$ cat config.mk
export PLATFORM = sky130hd
export DESIGN_NAME = nco_efm_dac
export DESIGN_NICKNAME = d
export VERILOG_FILES = /design/src/rtl/nco_efm_dac.sv
export SDC_FILE = /design/constraint.sdc
export NUM_CORES = 1
export LEC_CHECK = 0
export ABC_AREA = 0
export ABC_CLOCK_PERIOD_IN_PS = 9000
export CAP_MARGIN = 20
export CORE_ASPECT_RATIO = 0.7
export CORE_MARGIN = 3
export CORE_UTILIZATION = 35
export CTS_BUF_LIST = sky130_fd_sc_hd__clkbuf_4
export DETAILED_ROUTE_END_ITERATION = 6
export PLACE_DENSITY = 0.48
export SYNTH_ARGS = -nofsm -noshare
export SYNTH_HDL_FRONTEND = slang
export SYNTH_SLANG_ARGS = --single-unit
$ cat constraint.sdc
create_clock -name aclk -period 9 [get_ports aclk]
set_input_delay 1.8 -clock aclk [delete_from_list [all_inputs] [get_ports aclk]]
set_output_delay 1.8 -clock aclk [all_outputs]
set_load 0.05 [all_outputs]
$ cat src/rtl/nco_efm_dac.sv
`default_nettype none
// ============================================================================
//  Module      : nco_efm_dac
//  Description : Phase-accumulator NCO with an elaboration-time sine ROM,
//                feeding a first-order error-feedback delta-sigma modulator
//                that emits a 1-bit pulse-density stream.
//  Revision    : 1.0 - initial release
// ============================================================================
module nco_efm_dac #(
  parameter int WIDTH          = 16,
  parameter int LUT_DEPTH      = 256,
  parameter int ACC_FRAC_WIDTH = 24,
  parameter int ACC_INT_WIDTH  = $clog2(LUT_DEPTH),
  parameter int ACC_WIDTH      = ACC_INT_WIDTH + ACC_FRAC_WIDTH
) (
  input  logic                     aclk,
  input  logic                     arst,
  input  logic [ACC_INT_WIDTH-1:0] phase_shift,
  input  logic [ACC_WIDTH-1:0]     s_axis_step_tdata,
  input  logic                     s_axis_step_tvalid,
  output logic                     s_axis_step_tready,
  output logic [WIDTH-1:0]         m_axis_sample_tdata,
  output logic                     m_axis_sample_tvalid,
  output logic                     m_axis_dsm_tdata,
  output logic                     m_axis_dsm_tvalid
);

  localparam int  c_mid = 2 ** (WIDTH - 1);
  localparam int  c_amp = 2 ** (WIDTH - 1) - 1;
  localparam real c_pi  = 3.14159265358979323846;

  // Offset-binary sine entry, rounded half away from zero.
  function automatic logic [WIDTH-1:0] lut_entry(input int k);
    real r;
    int  val;
    r = real'(c_amp) * $sin(2.0 * c_pi * real'(k) / real'(LUT_DEPTH));
    if (r >= 0.0) val = c_mid + $rtoi(r + 0.5);
    else          val = c_mid - $rtoi(0.5 - r);
    return val[WIDTH-1:0];
  endfunction

  logic [WIDTH-1:0] lut_rom [LUT_DEPTH];

  for (genvar k = 0; k < LUT_DEPTH; k++) begin : g_lut
    localparam logic [WIDTH-1:0] c_lut_val = lut_entry(k);
    assign lut_rom[k] = c_lut_val;
  end

  logic                     ready_q,        ready_d;
  logic                     run_q,          run_d;
  logic [ACC_WIDTH-1:0]     step_q,         step_d;
  logic [ACC_WIDTH-1:0]     acc_q,          acc_d;
  logic [WIDTH-1:0]         sample_q,       sample_d;
  logic                     sample_valid_q, sample_valid_d;
  logic [WIDTH-1:0]         err_q,          err_d;
  logic                     dsm_q,          dsm_d;
  logic                     dsm_valid_q,    dsm_valid_d;

  logic [ACC_INT_WIDTH-1:0] w_addr;
  logic [WIDTH:0]           w_sum;

  // Next-state: step capture, phase accumulation, ROM read and EFM update.
  always_comb begin
    ready_d        = 1'b1;
    run_d          = run_q;
    step_d         = step_q;
    acc_d          = acc_q;
    sample_d       = sample_q;
    sample_valid_d = 1'b0;
    err_d          = err_q;
    dsm_d          = dsm_q;
    dsm_valid_d    = 1'b0;

    // Address uses the accumulator value before this cycle's update.
    w_addr = acc_q[ACC_WIDTH-1 -: ACC_INT_WIDTH] + phase_shift;
    w_sum  = {1'b0, sample_q} + {1'b0, err_q};

    // A new step replaces the old one without touching acc (phase-continuous).
    if (s_axis_step_tvalid && ready_q) begin
      step_d = s_axis_step_tdata;
      run_d  = 1'b1;
    end

    if (run_q) begin
      acc_d          = acc_q + step_q;
      sample_d       = lut_rom[w_addr];
      sample_valid_d = 1'b1;
    end

    // Carry out of sample+err is the density bit; the remainder is fed back.
    if (sample_valid_q) begin
      dsm_d       = w_sum[WIDTH];
      err_d       = w_sum[WIDTH-1:0];
      dsm_valid_d = 1'b1;
    end
  end

  // State registers with synchronous active-high reset.
  always_ff @(posedge aclk) begin
    if (arst) begin
      ready_q        <= 1'b0;
      run_q          <= 1'b0;
      step_q         <= '0;
      acc_q          <= '0;
      sample_q       <= '0;
      sample_valid_q <= 1'b0;
      err_q          <= '0;
      dsm_q          <= 1'b0;
      dsm_valid_q    <= 1'b0;
    end else begin
      ready_q        <= ready_d;
      run_q          <= run_d;
      step_q         <= step_d;
      acc_q          <= acc_d;
      sample_q       <= sample_d;
      sample_valid_q <= sample_valid_d;
      err_q          <= err_d;
      dsm_q          <= dsm_d;
      dsm_valid_q    <= dsm_valid_d;
    end
  end

  assign s_axis_step_tready   = ready_q;
  assign m_axis_sample_tdata  = sample_q;
  assign m_axis_sample_tvalid = sample_valid_q;
  assign m_axis_dsm_tdata     = dsm_q;
  assign m_axis_dsm_tvalid    = dsm_valid_q;

endmodule
`default_nettype wire

==> impl_results.md, run 1 <==
- Status: complete, but fails checks
- Failing checks: DRC
- Worst stage delay on the critical path: 0.83 ns
- Hpwl dp: 33.8 mm
- Die height: 151 um
- Setup ws final: 3.18 ns
- Vias/cell: 6.54
- Wire length on met1: 21.1 mm
- Cell variety after synth: 93
- Non-filler cells, final: 1884
- Clock Pin Slew Worst Setup and Hold Paths: 0.16 ns
- Clock buffer depth: 2
- HP Class: register to register
- Multi-input combinational cell area: 7870 um2
- Synth async-reset ratio: 0%
- Total GRT Usage: 29.2%
- Die width: 214 um
- Register area: 2020 um2
- Leakage power: 4.35 nW
- Seq cells post-synth: 101
- Hold buffers post-CTS: 0
- Placed cell areas: 11400 um2
- CTS Root Cell: clkbuf_4
- Final Hold Fails: 0
- Top_reg_cell synth: dfxtp_1
- Post-synth EDFFs: 0
- Met3 wire len: 7.32 mm
- Final clock skew: 0.0333 ns
- Total placed cells including tap cells: 1868
- Syn Area/Cell: 7.11 um2
- Worst EP required: 9.45 ns
- Setup bufs post-CTS: 0
- TritonCTS buffer count: 9
- Drt wl/cell: 25.5 um
- Vias in the first global route: 11228
- DRT Pass-1 Iters: 7
- Measured slew at the worst slew-check pin: 1.09 ns
- Signal arrival time at the worst endpoint: 6.27 ns
- Area grow syn2layout: 10.1%
- # setup viols final: 0
- Initial core utilization: 36.0%
- Vias: 12313
- Clk Latency, worst-skew pair: 0.54 ns
- First-pass GRT wire length: 71.5 mm
- Syn Nets: 1601
- Fin crit period: 5.82 ns
- VDD IR max: 0.0836 mV
- Top Layer Used: met5
- DRC viols: 3
- Critical path class: input pin to register
- Filler instances: 3132
- Crit Path Max Fanout: 20
- CP cell instances: clkdlybuf4s50_1 -> ha_1 -> fa_1 -> inv_1 -> ha_1 -> inv_1 -> a21oi_1 -> o21ai_0 -> a21oi_1 -> a32o_1 -> a221oi_1 -> nor4_1 -> nor3b_2
- Pin count of the biggest net entering global routing: 70
- Synth Instances: 1486
- Std cell rows: 52
- Number of antenna violations at the first check in global routing: 1
- Resize count post-CTS: 0
- Fin area: 11600 um2
- Number of port buffers: 62
- Share of layout cells above drive strength 1: 6.83%
- Fin. max-slew vios: 0
- Core ar.: 29300 um2
- I/O pins: 63
- Synthesized area: 10600 um2
- Die ar.: 32400 um2
- Dpl ws: 2.92 ns
- CTS tree: done
- Fin nets: 1589
- CP startpoint kind: input pin
- Routed WL: 48.0 mm
- Clock sink count: 101
- Seq/Total Area, Yosys: 19.1%
- Final ANT Viol Nets: 0
- RSZ-0062 raised after global routing: no
- Iter 0 DRT Violations: 1922
- Period utilization: 64.7%
- # diodes: 0
- Max_cap viols: 0
- Slew headroom: 26.4%
- Worst hold slack: 0.475 ns
- TNS Setup: 0 ns
- Detail Route met2 WL: 17.6 mm
- GRT overflow: 0
- Fmax: 172 MHz
- Clock H-tree levels: 3
- Power density cells: 143 nW/um2
- Ys Warns: 0
- Worst setup EP type: register
- RD Place Congestion: 1.09
- Worst path slowest cell: ha_1
per-layer routing:
layer,track usage [%],vias up
li1,-,5559
met1,41.8,5713
met2,37.4,855
met3,14.6,182
met4,8.55,4
met5,0,-
through the flow:
stage	total power [mW]	utilization (%)
after floorplan	1.01	-
after global placement	1.29	38.9
after detailed placement	1.28	38.9
after CTS	1.63	39.7
after global routing	1.73	39.7
final	1.66	39.7
flip-flops by register name, summed over array words and instances, names as in the netlist:
register	flops
acc_q	32
err_q	16
m_axis_dsm_tdata	1
m_axis_dsm_tvalid	1
m_axis_sample_tdata	16
m_axis_sample_tvalid	1
run_q	1
s_axis_step_tready	1
step_q	32
cell type report:
| cell class | count | share of cell area [%] |
|---|---|---|
| clock buffers | 9 | 0.581 |
| well taps | 405 | 4.35 |
| clock inverters | 7 | 1.24 |
| repair buffers | 106 | 8.13 |
| multi-input cells | 1234 | 67.6 |
| flip-flops and latches | 101 | 17.4 |
| inverters | 22 | 0.710 |
layout by cell type, fill, tap and decap left out, types with 19 or more instances in the layout:
master / instances
a211oi_1: 41
a21o_1: 23
a21oi_1: 152
a221oi_1: 19
a31oi_1: 28
buf_4: 44
clkdlybuf4s50_1: 61
dfxtp_1: 100
ha_1: 69
inv_1: 20
mux2i_1: 28
nand2_1: 195
nand3_1: 42
nor2_1: 144
nor3_1: 35
o211ai_1: 30
o21ai_0: 123
xnor2_1: 28
report_power, final:
part / total (mW) / internal, mW / switching [mW]
sequential: 0.492 / 0.470 / 0.0220
clock: 0.343 / 0.170 / 0.173
combinational: 0.824 / 0.248 / 0.576
cells in the mapped netlist, types with 14 or more instances:
library cell	number	area, um2
clkbuf_1	57	214
inv_1	21	78.8
buf_1	14	52.6
mux2i_1	28	280
a311oi_1	16	140
a21o_1	23	173
buf_2	39	195
nor3_1	35	175
o21a_1	14	105
nor2_1	144	541
a211oi_1	41	308
ha_1	69	863
o22ai_1	14	87.6
o31ai_1	14	105
nand4_1	16	100
xor2_1	14	123
dfxtp_1	101	2020
a221oi_1	19	166
a21oi_1	152	761
o211ai_1	30	225
o21ai_0	123	616
nand2_1	196	736
xnor2_1	28	245
nand3_1	42	210
a31oi_1	28	175
logic make-up after synthesis:
group                    share of synthesized area, %
XOR/XNOR                                         4.00
AO/OA/AOI/OAI                                    37.7
flip-flops                                       19.1
adder cells (fa/ha/maj)                          8.74
multiplexers                                     3.08
AND/OR/NAND/NOR                                  20.7
buffers and inverters                            6.71
path summary, 6_finish.rpt:
check | endpoint | depth (start not counted) | start | slack (ns)
hold / removal | acc_q[20]$_SDFFE_PP0P_ | 2 | acc_q[20]$_SDFFE_PP0P_ | 0.48
hold reg to reg | acc_q[20]$_SDFFE_PP0P_ | 2 | acc_q[20]$_SDFFE_PP0P_ | 0.48
setup / recovery | m_axis_sample_tdata[4]$_SDFFE_PP0P_ | 13 | phase_shift[0] | 3.18
setup reg to reg | m_axis_sample_tdata[4]$_SDFFE_PP0P_ | 12 | acc_q[24]$_SDFFE_PP0P_ | 4.38
critical path, delay by kind of cell:
kind / cells / cell delay, ns
AOI/OAI and AO/OA: 5 / 1.23
buffers and inverters: 3 / 1.30
and+or+nand+nor: 2 / 0.39
adders and majority gates: 3 / 1.54
Power figures use the tool's default switching activity.
==> inputs of run 2 (changes only) <==
ABC_CLOCK_PERIOD_IN_PS = 5300   (was 9000)
PLACE_DENSITY = 0.5   (was 0.48)
clock period = 5.3 ns   (was 9 ns; I/O delays follow)
==> impl_results.md, run 2 (synthesis results as in run 1) <==
- Share of layout cells above drive strength 1: 10.5%
- Clock sink count: 101
- Final ANT Viol Nets: 0
- DRT Pass-1 Iters: 6
- Vias/cell: 6.58
- Total GRT Usage: 33.4%
- Clock H-tree levels: 3
- Setup bufs post-CTS: 0
- First-pass GRT wire length: 79.6 mm
- Detail Route met2 WL: 19.7 mm
- Fin. max-slew vios: 0
- Final clock skew: 0.0395 ns
- TritonCTS buffer count: 9
- Measured slew at the worst slew-check pin: 1.16 ns
- Slew headroom: 21.8%
- Std cell rows: 52
- HP Class: register to register
- Max_cap viols: 0
- CP startpoint kind: input pin
- Resize count post-CTS: 0
- Vias in the first global route: 11673
- Hold buffers post-CTS: 0
- CTS tree: done
- Number of antenna violations at the first check in global routing: 2
- Setup ws final: 0.599 ns
- Worst stage delay on the critical path: 0.83 ns
- Power density cells: 237 nW/um2
- Area grow syn2layout: 15.1%
- Iter 0 DRT Violations: 1972
- Die height: 151 um
- Total placed cells including tap cells: 1929
- Dpl ws: 0.0269 ns
- Die ar.: 32400 um2
- VDD IR max: 0.124 mV
- Non-filler cells, final: 1949
- Wire length on met1: 25.0 mm
- Most frequent cells in the layout: nand2_1 (195), a21oi_1 (152), nor2_1 (144)
- Most common cell after layout, fill and taps aside: nand2_1
- Fin nets: 1652
- Largest registers: acc_q x32, step_q x32
- DRC viols: 0
- RSZ-0062 raised after global routing: no
- Fmax: 213 MHz
- Top Layer Used: met4
- Most used cell, CP: ha_1
- Drt wl/cell: 28.1 um
- Pin count of the biggest net entering global routing: 64
- Status: finished, final reports clean
- GRT overflow: 0
- Period utilization: 88.7%
- Clock buffer depth: 2
- CTS Root Cell: clkbuf_4
- # setup viols final: 0
- Fin crit period: 4.70 ns
- TNS Setup: 0 ns
- RD Place Congestion: 1.07
- Final core utilization: 41.4%
- Critical path class: input pin to register
- Met3 wire len: 8.47 mm
- Clk Latency, worst-skew pair: 0.54 ns
- Worst setup EP type: register
- Die width: 214 um
- I/O pins: 63
- Initial core utilization: 36.0%
- Total Power: 2.88 mW
- Crit Path Max Fanout: 17
- Routed WL: 54.8 mm
- Signal arrival time at the worst endpoint: 5.12 ns
- Number of port buffers: 62
- Final Hold Fails: 0
- Leakage power: 4.68 nW
- Vias: 12822
- Worst EP required: 5.72 ns
- Clock Pin Slew Worst Setup and Hold Paths: 0.18 ns
- Hpwl dp: 40.8 mm
- CP cell instances: clkdlybuf4s50_1 -> ha_1 -> fa_1 -> inv_1 -> buf_4 -> ha_1 -> o311ai_0 -> a21oi_1 -> a211oi_1 -> a311oi_1 -> a41oi_1 -> a211oi_2
- Worst path slowest cell: o311ai_0
- Core ar.: 29300 um2
## run 2: changes by cell type in the layout (fill, tap and decap cells not counted)
cell	change
buf_4	+53
buf_12	+7
bufinv_16	-3
diode_2	+2
buf_16	+1
buf_8	+1
clkbuf_4	+1
clkinv_1	+1
clkinv_2	+1
dlymetal6s2s_1	+1
inv_6	+1
inv_8	-1
## run 2: per-stage QoR
step                area (um2)  hold WS, ns
floorplan                10600        0.429
global placement         12000        0.442
detailed placement       12000        0.452
CTS                      12100        0.475
global route             12200        0.496
finish                   12200        0.475
## run 2: final cells by class
class,instances,area (um2)
well taps,405,507
multi-input cells,1234,7870
clock buffers,10,75.1
clock inverters,6,60.1
diodes,2,5.00
repair buffers,169,1540
fillers,3118,17200
flip-flops and latches,101,2020
inverters,22,82.6
## run 2: where the power goes
part,internal [mW],leakage [nW],switching [mW]
registers,0.799,0.823,0.0448
logic,0.505,3.78,1.08
clock network,0.149,0.0763,0.306
total,1.45,4.68,1.43
## run 2: per-layer routing
layer  GRT usage, %  vias up
li1               -     5674
met1           49.8     6070
met2           41.7      931
met3           14.9      147
met4           9.61        0
met5              0        -
## run 2: final timing paths
kind | from | slack (ns) | to | cells past startpoint
worst max-delay path | phase_shift[0] | 0.60 | m_axis_sample_tdata[10]$_SDFFE_PP0P_ | 12
worst min-delay path | step_q[14]$_SDFFE_PP0P_ | 0.47 | step_q[14]$_SDFFE_PP0P_ | 2
worst max register to register | acc_q[24]$_SDFFE_PP0P_ | 1.11 | m_axis_sample_tdata[10]$_SDFFE_PP0P_ | 11
worst min register to register | step_q[14]$_SDFFE_PP0P_ | 0.47 | step_q[14]$_SDFFE_PP0P_ | 2
## run 2: worst max-delay path: cells and delay by family
kind,cells,cell delay [ns]
AOI/OAI and AO/OA,6,1.83
adders and majority gates,3,1.34
buffers and inverters,3,0.87
